<file path="src/rtl/heartbeat_pkg.sv">
// Shared types and default parameters for the heartbeat monitor.
// The optional HEARTBEAT_PERIOD_CAPTURE_EN macro is consumed by heartbeat_monitor.
package heartbeat_pkg;

   // Period measurement: idle until the first edge, then timing edge to edge
   typedef enum logic {
      DISARMED = 1'b0,
      ARMED    = 1'b1
   } meas_state_e;

   // CPU liveness verdict
   typedef enum logic {
      DEAD  = 1'b0,
      ALIVE = 1'b1
   } live_state_e;

   localparam int DEF_CNT_W      = 24;
   localparam int DEF_MIN_PERIOD = 20000;
   localparam int DEF_MAX_PERIOD = 60000;
   localparam int DEF_MIN_WIDTH  = 4;
   localparam int DEF_GOOD_CNT   = 4;
   localparam int DEF_BAD_CNT    = 2;

   function automatic int max_int(input int a, input int b);
      return (a > b) ? a : b;
   endfunction

endpackage

</file>
<file path="src/rtl/hb_sync_qual.sv">
// Heartbeat input conditioning: 2-flop synchronizer followed by a
// high-run qualifier. qe pulses for exactly one cycle when the synced
// input has been high for MIN_WIDTH consecutive cycles.
module hb_sync_qual
   import heartbeat_pkg::*;
#(
   parameter int MIN_WIDTH = DEF_MIN_WIDTH
) (
   input  logic clk,
   input  logic rst_n,
   input  logic pwm,
   output logic qe
);

   localparam int SYNC_STAGES = 2;
   localparam int HW          = $clog2(MIN_WIDTH + 1);

   logic [SYNC_STAGES-1:0] sync_q;
   logic [SYNC_STAGES-1:0] sync_d;
   logic [HW-1:0]          hcnt_q;
   logic [HW-1:0]          hcnt_d;
   logic                   synced;

   // Synchronizer chain: stage 0 takes the raw pin, each later stage the previous one
   genvar gi;
   generate
      for (gi = 0; gi < SYNC_STAGES; gi++) begin : g_sync
         if (gi == 0) begin : g_first
            assign sync_d[gi] = pwm;
         end else begin : g_rest
            assign sync_d[gi] = sync_q[gi-1];
         end
      end
   endgenerate

   assign synced = sync_q[SYNC_STAGES-1];

   // High-run counter: clears on a synced low, saturates at MIN_WIDTH
   always_comb begin
      hcnt_d = hcnt_q;
      if (!synced) begin
         hcnt_d = '0;
      end else if (hcnt_q != HW'(MIN_WIDTH)) begin
         hcnt_d = hcnt_q + HW'(1);
      end
   end

   // Synchronizer and run-counter registers
   always_ff @(posedge clk or negedge rst_n) begin
      if (!rst_n) begin
         sync_q <= '0;
         hcnt_q <= '0;
      end else begin
         sync_q <= sync_d;
         hcnt_q <= hcnt_d;
      end
   end

   // Fires on the cycle the run completes its MIN_WIDTH-th high sample;
   // saturation keeps it from repeating while the pin stays high.
   assign qe = synced && (hcnt_q == HW'(MIN_WIDTH - 1));

endmodule

</file>
<file path="src/rtl/heartbeat_monitor.sv">
// Per-CPU heartbeat checker: qualifies heartbeat edges, measures the
// edge-to-edge period against [MIN_PERIOD, MAX_PERIOD] and debounces the
// good/bad verdicts into an alive flag (io).
// Optional: define HEARTBEAT_PERIOD_CAPTURE_EN to add the period_o port.
module heartbeat_monitor
   import heartbeat_pkg::*;
#(
   parameter int CNT_W      = DEF_CNT_W,
   parameter int MIN_PERIOD = DEF_MIN_PERIOD,
   parameter int MAX_PERIOD = DEF_MAX_PERIOD,
   parameter int MIN_WIDTH  = DEF_MIN_WIDTH,
   parameter int GOOD_CNT   = DEF_GOOD_CNT,
   parameter int BAD_CNT    = DEF_BAD_CNT
) (
   input  logic             clk,
   input  logic             rst_n,
   input  logic             pwm,
   output logic             io,
   output logic             good_evt,
   output logic             bad_evt
`ifdef HEARTBEAT_PERIOD_CAPTURE_EN
   ,
   output logic [CNT_W-1:0] period_o
`endif
);

   localparam int RUN_W = $clog2(max_int(GOOD_CNT, BAD_CNT) + 1);

   logic             qe;
   meas_state_e      meas_q, meas_d;
   logic [CNT_W-1:0] cnt_q, cnt_d;
   logic [CNT_W-1:0] period_w;
   logic             in_window;
   logic             good_evt_q, good_evt_d;
   logic             bad_evt_q, bad_evt_d;
   live_state_e      live_q, live_d;
   logic [RUN_W-1:0] good_run_q, good_run_d;
   logic [RUN_W-1:0] bad_run_q, bad_run_d;

   hb_sync_qual #(
      .MIN_WIDTH (MIN_WIDTH)
   ) u_sync_qual (
      .clk   (clk),
      .rst_n (rst_n),
      .pwm   (pwm),
      .qe    (qe)
   );

   // The counter lags the true edge distance by one, hence the +1; a QE
   // coincident with timeout therefore yields MAX_PERIOD+1, which is bad.
   assign period_w  = cnt_q + CNT_W'(1);
   assign in_window = (period_w >= CNT_W'(MIN_PERIOD)) && (period_w <= CNT_W'(MAX_PERIOD));

   // Measurement FSM: period counting, verdict on each edge, timeout disarms
   always_comb begin
      meas_d     = meas_q;
      cnt_d      = cnt_q;
      good_evt_d = 1'b0;
      bad_evt_d  = 1'b0;
      case (meas_q)
         DISARMED: begin
            cnt_d = '0;
            if (qe) begin
               meas_d = ARMED;
            end
         end
         ARMED: begin
            if (qe) begin
               cnt_d = '0;
               if (in_window) begin
                  good_evt_d = 1'b1;
               end else begin
                  bad_evt_d = 1'b1;
               end
            end else if (cnt_q == CNT_W'(MAX_PERIOD)) begin
               cnt_d     = '0;
               bad_evt_d = 1'b1;
               meas_d    = DISARMED;
            end else begin
               cnt_d = cnt_q + CNT_W'(1);
            end
         end
         default: begin
            meas_d = DISARMED;
            cnt_d  = '0;
         end
      endcase
   end

   // Liveness FSM: GOOD_CNT good periods in a row to revive, BAD_CNT bad to kill
   always_comb begin
      live_d     = live_q;
      good_run_d = good_run_q;
      bad_run_d  = bad_run_q;
      case (live_q)
         DEAD: begin
            if (good_evt_q) begin
               if (good_run_q + RUN_W'(1) == RUN_W'(GOOD_CNT)) begin
                  live_d     = ALIVE;
                  good_run_d = '0;
                  bad_run_d  = '0;
               end else begin
                  good_run_d = good_run_q + RUN_W'(1);
               end
            end else if (bad_evt_q) begin
               good_run_d = '0;
            end
         end
         ALIVE: begin
            if (bad_evt_q) begin
               if (bad_run_q + RUN_W'(1) == RUN_W'(BAD_CNT)) begin
                  live_d     = DEAD;
                  good_run_d = '0;
                  bad_run_d  = '0;
               end else begin
                  bad_run_d = bad_run_q + RUN_W'(1);
               end
            end else if (good_evt_q) begin
               bad_run_d = '0;
            end
         end
         default: begin
            live_d     = DEAD;
            good_run_d = '0;
            bad_run_d  = '0;
         end
      endcase
   end

   // State, counter and event-pulse registers
   always_ff @(posedge clk or negedge rst_n) begin
      if (!rst_n) begin
         meas_q     <= DISARMED;
         cnt_q      <= '0;
         good_evt_q <= 1'b0;
         bad_evt_q  <= 1'b0;
         live_q     <= DEAD;
         good_run_q <= '0;
         bad_run_q  <= '0;
      end else begin
         meas_q     <= meas_d;
         cnt_q      <= cnt_d;
         good_evt_q <= good_evt_d;
         bad_evt_q  <= bad_evt_d;
         live_q     <= live_d;
         good_run_q <= good_run_d;
         bad_run_q  <= bad_run_d;
      end
   end

   assign io       = (live_q == ALIVE);
   assign good_evt = good_evt_q;
   assign bad_evt  = bad_evt_q;

`ifdef HEARTBEAT_PERIOD_CAPTURE_EN
   logic [CNT_W-1:0] period_q, period_d;

   // Capture every evaluated period (good or bad); timeouts leave it untouched
   always_comb begin
      period_d = period_q;
      if ((meas_q == ARMED) && qe) begin
         period_d = period_w;
      end
   end

   // Captured-period register, aligned with the event pulse
   always_ff @(posedge clk or negedge rst_n) begin
      if (!rst_n) begin
         period_q <= '0;
      end else begin
         period_q <= period_d;
      end
   end

   assign period_o = period_q;
`endif

endmodule

</file>
<file path="config.mk">
export PLATFORM = sky130hd
export DESIGN_NAME = heartbeat_monitor
export DESIGN_NICKNAME = d
export VERILOG_FILES = /design/src/rtl/heartbeat_pkg.sv /design/src/rtl/hb_sync_qual.sv /design/src/rtl/heartbeat_monitor.sv
export SDC_FILE = /design/constraint.sdc
export NUM_CORES = 1
export LEC_CHECK = 0
export CORE_ASPECT_RATIO = 0.9
export CORE_MARGIN = 5
export CORE_UTILIZATION = 40
export CTS_CLUSTER_SIZE = 12
export DETAILED_ROUTE_END_ITERATION = 7
export SLEW_MARGIN = 25
export SYNTH_ARGS = -nofsm -noshare
export SYNTH_HDL_FRONTEND = slang
export SYNTH_SLANG_ARGS = --single-unit
</file>
<file path="constraint.sdc">
create_clock -name clk -period 6.4 [get_ports clk]
set_clock_uncertainty 0.15 [all_clocks]
set_input_delay 1.28 -clock clk [delete_from_list [all_inputs] [get_ports clk]]
set_output_delay 1.28 -clock clk [all_outputs]
set_load 0.01 [all_outputs]
</file>
Word-level counts from Yosys, hierarchy flattened
Index checks and enable logic that the tools add are counted.

$add $sub $neg: 4. Reduce and logical (&&, ||, !) cells: 4. Bitwise gates (word level): 2. $lt $le $gt $ge: 2. Equality and inequality tests: 12. Mux-type cells: 33.

Operators with widths (count): $mux 24 (2); $pmux 24 s2 (1); $mux 3 (12); $add 24x1->24 const B (1); $eq 24x16->1 const B (1); $ge 24x15->1 const B (1); $le 24x16->1 const B (1); $mux 1 (14); $pmux 3 s2 (2); $add 3x1->3 const B (3); $ne 3x3->1 const B (3); $ne 2x2->1 const B (4); $eq 3x2->1 const B (2); $reduce_and 3->1 (2); $pmux 1 s2 (2); $eq 3x3->1 const B (1); $logic_and 1x1->1 (2); $ne 2x1->1 const B (1); $not 1->1 (2).

Register bits after elaboration: 39. Logic and storage cells: 66.

Logic depth before layout (Yosys ltp)
Word-level depth: 6. Gate-level depth with buffers: 9.

Cells and area by module
From an unflattened synthesis, not the netlist that was laid out.

Cells, all modules: 273. Area total of the unflattened synthesis: 2516.2 µm².

By module, submodules not included: heartbeat_monitor (instances 1, area an instance 2288.4 µm², cells each 253); hb_sync_qual (instances 1, area an instance 227.7 µm², cells each 20).

Least setup slack after synthesis
Ideal clock, no wire load.

Path type: reg2reg. From: register cnt_q[0]. To: register bad_evt_q (netlist: bad_evt). Library setup time: 0.120 ns. Setup slack: 3.978 ns. Required time: 6.130 ns. Arrival: 2.152 ns. Path buffers: 1. Cell stages (with the launch flop): 10. Cells stage by stage: dfrtp_1 ha_1 buf_2 nand4_1 nor4_2 and3_1 or3_1 a211oi_2 o2111ai_1 and3_1.

Longest elaborated chain between the ends: 6. Elaborated cells on any way between the ends: 9. Those cells by class: add/sub: 1; order compare: 2; eq/ne: 1; mux: 4; reduce/logical: 1.

RTL lines: from (decl) (RTL line heartbeat_monitor.sv:31) `logic [CNT_W-1:0] cnt_q, cnt_d;`; from (signal assigned) (RTL line heartbeat_monitor.sv:142) `cnt_q <= cnt_d;`; $add 24x1->24 (RTL line heartbeat_monitor.sv:51) `assign period_w = cnt_q + CNT_W'(1);`; $ge 24x15->1 / $le 24x16->1 (equally long branches) (RTL line heartbeat_monitor.sv:52) `assign in_window = (period_w >= CNT_W'(MIN_PERIOD)) && (period_w <= CNT_W'(MAX_PERIOD));`; $logic_and 1x1->1 (RTL line heartbeat_monitor.sv:52); $mux 1 (RTL line heartbeat_monitor.sv:70) `if (in_window) begin`; $mux 1 * (RTL line heartbeat_monitor.sv:68) `if (qe) begin`; $mux 1 * (RTL line heartbeat_monitor.sv:60) `case (meas_q)`; named net bad_evt_d (RTL line heartbeat_monitor.sv:35) `logic bad_evt_q, bad_evt_d;`; to (signal assigned) (RTL line heartbeat_monitor.sv:144) `bad_evt_q <= bad_evt_d;`; to (decl) (RTL line heartbeat_monitor.sv:35).

The timed path passes the listed nets; every way through them passes the cells marked *. A chain may end at the register's enable or synchronous reset.

Final worst setup path
Ends and elaborated chain as after synthesis.

==> parameters.txt <==
Parameter                              Value

Status
  Run status ... complete, no violations

Synthesis
  Post-synth net total ... approximately 280
  Async set or reset register ratio after synthesis ... 1.000
  Area of the mapped netlist ... ~0.0024 mm2
  Synth area leader ... sky130_fd_sc_hd__dfrtp_1
  Yosys cell types ... between 50 and 60
  Post-synth top flop ... sky130_fd_sc_hd__dfrtp_1
  Share of the yosys chip area belonging to registers ... 0.3988
  Synth Instances ... roughly 270
  Number of synthesized flops with an enable pin ... 0
  Post-synthesis register bit count ... 39
  Top area cells in the synthesized netlist ... sky130_fd_sc_hd__dfrtp_1, sky130_fd_sc_hd__xnor2_1, sky130_fd_sc_hd__nor2_1, sky130_fd_sc_hd__ha_1, sky130_fd_sc_hd__xor2_1
  Ys Warns ... 0
  Mean area per synthesized cell ... 9.098 um2
  Area fraction of the dominant cell type after synthesis ... 0.3988

Clock network
  Number of gates resized after cts ... 0
  Max Buffers Root-to-Sink ... 2
  Cell chosen for the clock root ... sky130_fd_sc_hd__clkbuf_8
  Depth of the CTS H-tree ... 2
  CTS Hold Buffers Added ... 0
  CTS buffer count ... 5
  Clock insertion delay at the later pin of the skew report ... approximately 290 ps
  Clock tree from TritonCTS ... yes
  Clock Sinks ... 39
  Clock-pin slew of the registers on the worst-case setup and hold paths ... 80 ps
  Setup bufs post-CTS ... 0

Setup path
  Type of origin of the critical path ... flop
  Worst Reg-to-Reg Cells ... 8
  Largest stage delay on the critical path ... 510 ps
  Highest net fanout along the worst path ... 8
  End of the worst register-to-register path ... bad_evt$_DFF_PN0_
  Critical Path, Cell by Cell ... ha_1 > nand4_1 > nor4_2 > and3_1 > nand2_1 > a211oi_2 > o2111ai_1 > and3_1
  Type of element capturing the critical path ... flop
  Data arrival time of the critical path ... between 2000 and 3000 ps
  Worst path slowest cell ... sky130_fd_sc_hd__nor4_2
  Slack of the worst reg-to-reg path ... 3560 ps
  Class of the most critical setup path ... flop to flop
  Most frequent CP cell ... sky130_fd_sc_hd__and3_1
  Reg2reg start ... cnt_q[0]$_DFF_PN0_
  Required time at the endpoint of the critical path ... approximately 6400 ps

Placed design
  Final HPWL DP ... between 3000 and 4000 um
  Area post-placement ... about 0.0025 mm2
  I/O Buffers ... 5
  Final Wtd Congestion ... about 0.82

Timing
  Ratio of final minimum period to clock period ... 0.4431
  Setup_tns ... 0 ps
  Tightest slew margin relative to the limit ... 0.3558
  Final count of negative-setup-slack endpoints ... 0
  Highest clock rate ... between 300 and 400 MHz
  Setup repair after global routing missed its margin ... false
  Transition time of the tightest slew-check pin ... 963.6 ps
  Shortest clock period the worst path allows after layout ... about 2800 ps
  Max-slew violation total from the final report ... 0
  Endpoints failing hold ... 0

Final layout
  Share of final-layout standard cells stronger than drive strength 1 ... 0.07836
  Area delta synth->final ... 6.442%
  Multi-input combinational cell area ... approximately 0.0014 mm2
  Most frequent cells in the layout ... sky130_fd_sc_hd__dfrtp_1, sky130_fd_sc_hd__nor2_1, sky130_fd_sc_hd__nand2_1, sky130_fd_sc_hd__nand3_1, sky130_fd_sc_hd__xnor2_1
  Final-layout fill cell count ... 609
  Ant. Diodes ... 0
  Flip-flop and latch area ... 975.9 um2
  # nets final ... about 280
  Most common library cell in the layout ignoring fill and taps ... sky130_fd_sc_hd__dfrtp_1
  Final design area excluding fillers ... ~0.0026 mm2

Worst hold path
  Critical hold path startpoint ... u_sync_qual.sync_q[0]$_DFF_PN0_
  Worst Hold Class ... flop to flop
  End point of the most critical hold path ... u_sync_qual.sync_q[1]$_DFF_PN0_
  Count of cells along the worst hold path ... 0

Routing
  DRT Wirelength ... around 4800 um
  Violation count after the first detailed-route iteration ... 71
  Drt first pass iters ... 4
  Count of unresolved DRC violations after routing ... 0
  Vias ... roughly 1800
  Average via count per standard cell ... ~5.4
  Mean routed wirelength per cell ... roughly 14 um
  Post-route antenna net violation count ... 0

Die
  IO Pins ... 6
  Chip Height ... approximately 84 um
  Horizontal die dimension ... 92.45 um
  Core region area ... ~0.006 mm2
  Full die area ... 0.007785 mm2
  Number of placement rows ... 27
  Initial cell density of the core ... 0.4047

Power
  Internal power of the cells ... approximately 0.39 mW
  IR drop worst, VDD ... approximately 0.00016 V
  Net load switching power ... approximately 0.20 mW
  Proportion of power drawn by flip-flops and latches ... 0.500
  Combinational group share of total power ... 0.217
  Sw Share ... 0.3455
  Power density normalized to cell area ... 227.1 mW/mm2
  Clk network pwr share ... 0.282
  Leakage dissipation ... roughly 1.1 nW

GRT
  Maximum number of pins on one net before global-route repair ... 40
  Aggregate global routing overflow ... 0
  Via count of the first global-routing pass ... roughly 1700
  Overall global routing resource usage ... 0.1320
  Global-route wire length before repair ... between 8000 and 9000 um
  Initial antenna violation count ... 0

Run
  Count of maximum capacitance violations ... 0
-- area by class of cell --
class                      count  share of cell area
clock buffer                   5             0.02642
clock inverter                 3            0.007685
inverter                      12             0.01729
multi-input combinational    204              0.5221
sequential                    39              0.3746
tap                           72             0.03458
timing repair buffer           5             0.01729
-- sequential cells by signal, indices dropped and copies added, names as in the netlist --
name,flops
cnt_q,24
bad_run_q,3
good_run_q,3
u_sync_qual.hcnt_q,3
u_sync_qual.sync_q,2
bad_evt,1
good_evt,1
io,1
meas_q,1
-- kinds of logic (layout without fill, tap and decap cells) --
kind of cell    Yosys count  in the layout  synth area share
mux                       3              3           0.01278
xor+xnor                 26             26           0.09305
simple gates            127            127            0.2929
buf+inv                  26             25           0.04550
flops                    39             39            0.3988
compound gates           39             39            0.1109
fa+ha+maj                 9              9           0.04601
-- routing by layer --
metal,up-vias,part of all wire,global-route usage
met1,869,0.51,0.1906
met2,28,0.45,0.1970
met4,0,0.0083,0.04049
met5,-,0,0
met3,4,0.030,0.02957
li1,947,-,-
-- power groups by stage --
stage	logic [mW]	registers [mW]	clock network [mW]
floorplan	0.101	0.292	0
finish	0.129	0.296	0.167
detailed placement	0.130	0.301	0
global placement	0.129	0.300	0
global route	0.147	0.300	0.188
CTS	0.130	0.296	0.177
-- critical path, delay by kind of cell (launching register included) --
kind	cells	cell delay, ps
DFF	1	430
AOI/OAI and AO/OA	2	380
adders and majority gates	1	300
and+or+nand+nor	5	1460
-- Yosys cell counts, drive strengths merged (2+ instances only) --
master,number
o21ai,8
or4,2
nor2b,2
and4,2
dfrtp,39
and3,8
nor3,6
and2,5
xnor2,15
nand2,22
nand4,8
a21boi,3
or3,5
and3b,3
a31oi,2
buf,9
a211oi,3
clkbuf,5
ha,9
mux2i,2
nor4,9
inv,12
a21o,2
nor2,35
xor2,11
nand3,15
a221oi,2
o31ai,3
a21oi,7
-- metrics by stage --
stage                     hold slack [ps]  power [mW]  setup WS [ps]  utilization  instances
after floorplan                     181.2      0.3930           3978            -        269
after global placement              187.0      0.4291           3623       0.4161        332
after detailed placement            187.1      0.4315           3580       0.4161        332
after CTS                           207.0      0.6035           3571       0.4308        340
after global routing                223.0      0.6346           3337       0.4308        340
final                               203.5      0.5917           3564       0.4308        340
-- how the worst max path moves through the flow --
stage	from	to	slack, ps	cells past startpoint
floorplan	cnt_q[0]$_DFF_PN0_	bad_evt$_DFF_PN0_	3980	9
global placement	cnt_q[2]$_DFF_PN0_	bad_evt$_DFF_PN0_	3620	7
detailed placement	cnt_q[2]$_DFF_PN0_	bad_evt$_DFF_PN0_	3580	7
CTS	cnt_q[0]$_DFF_PN0_	bad_evt$_DFF_PN0_	3570	8
global route	cnt_q[0]$_DFF_PN0_	bad_evt$_DFF_PN0_	3340	8
finish	cnt_q[0]$_DFF_PN0_	bad_evt$_DFF_PN0_	3560	8
(Power assumes the default switching activity.)
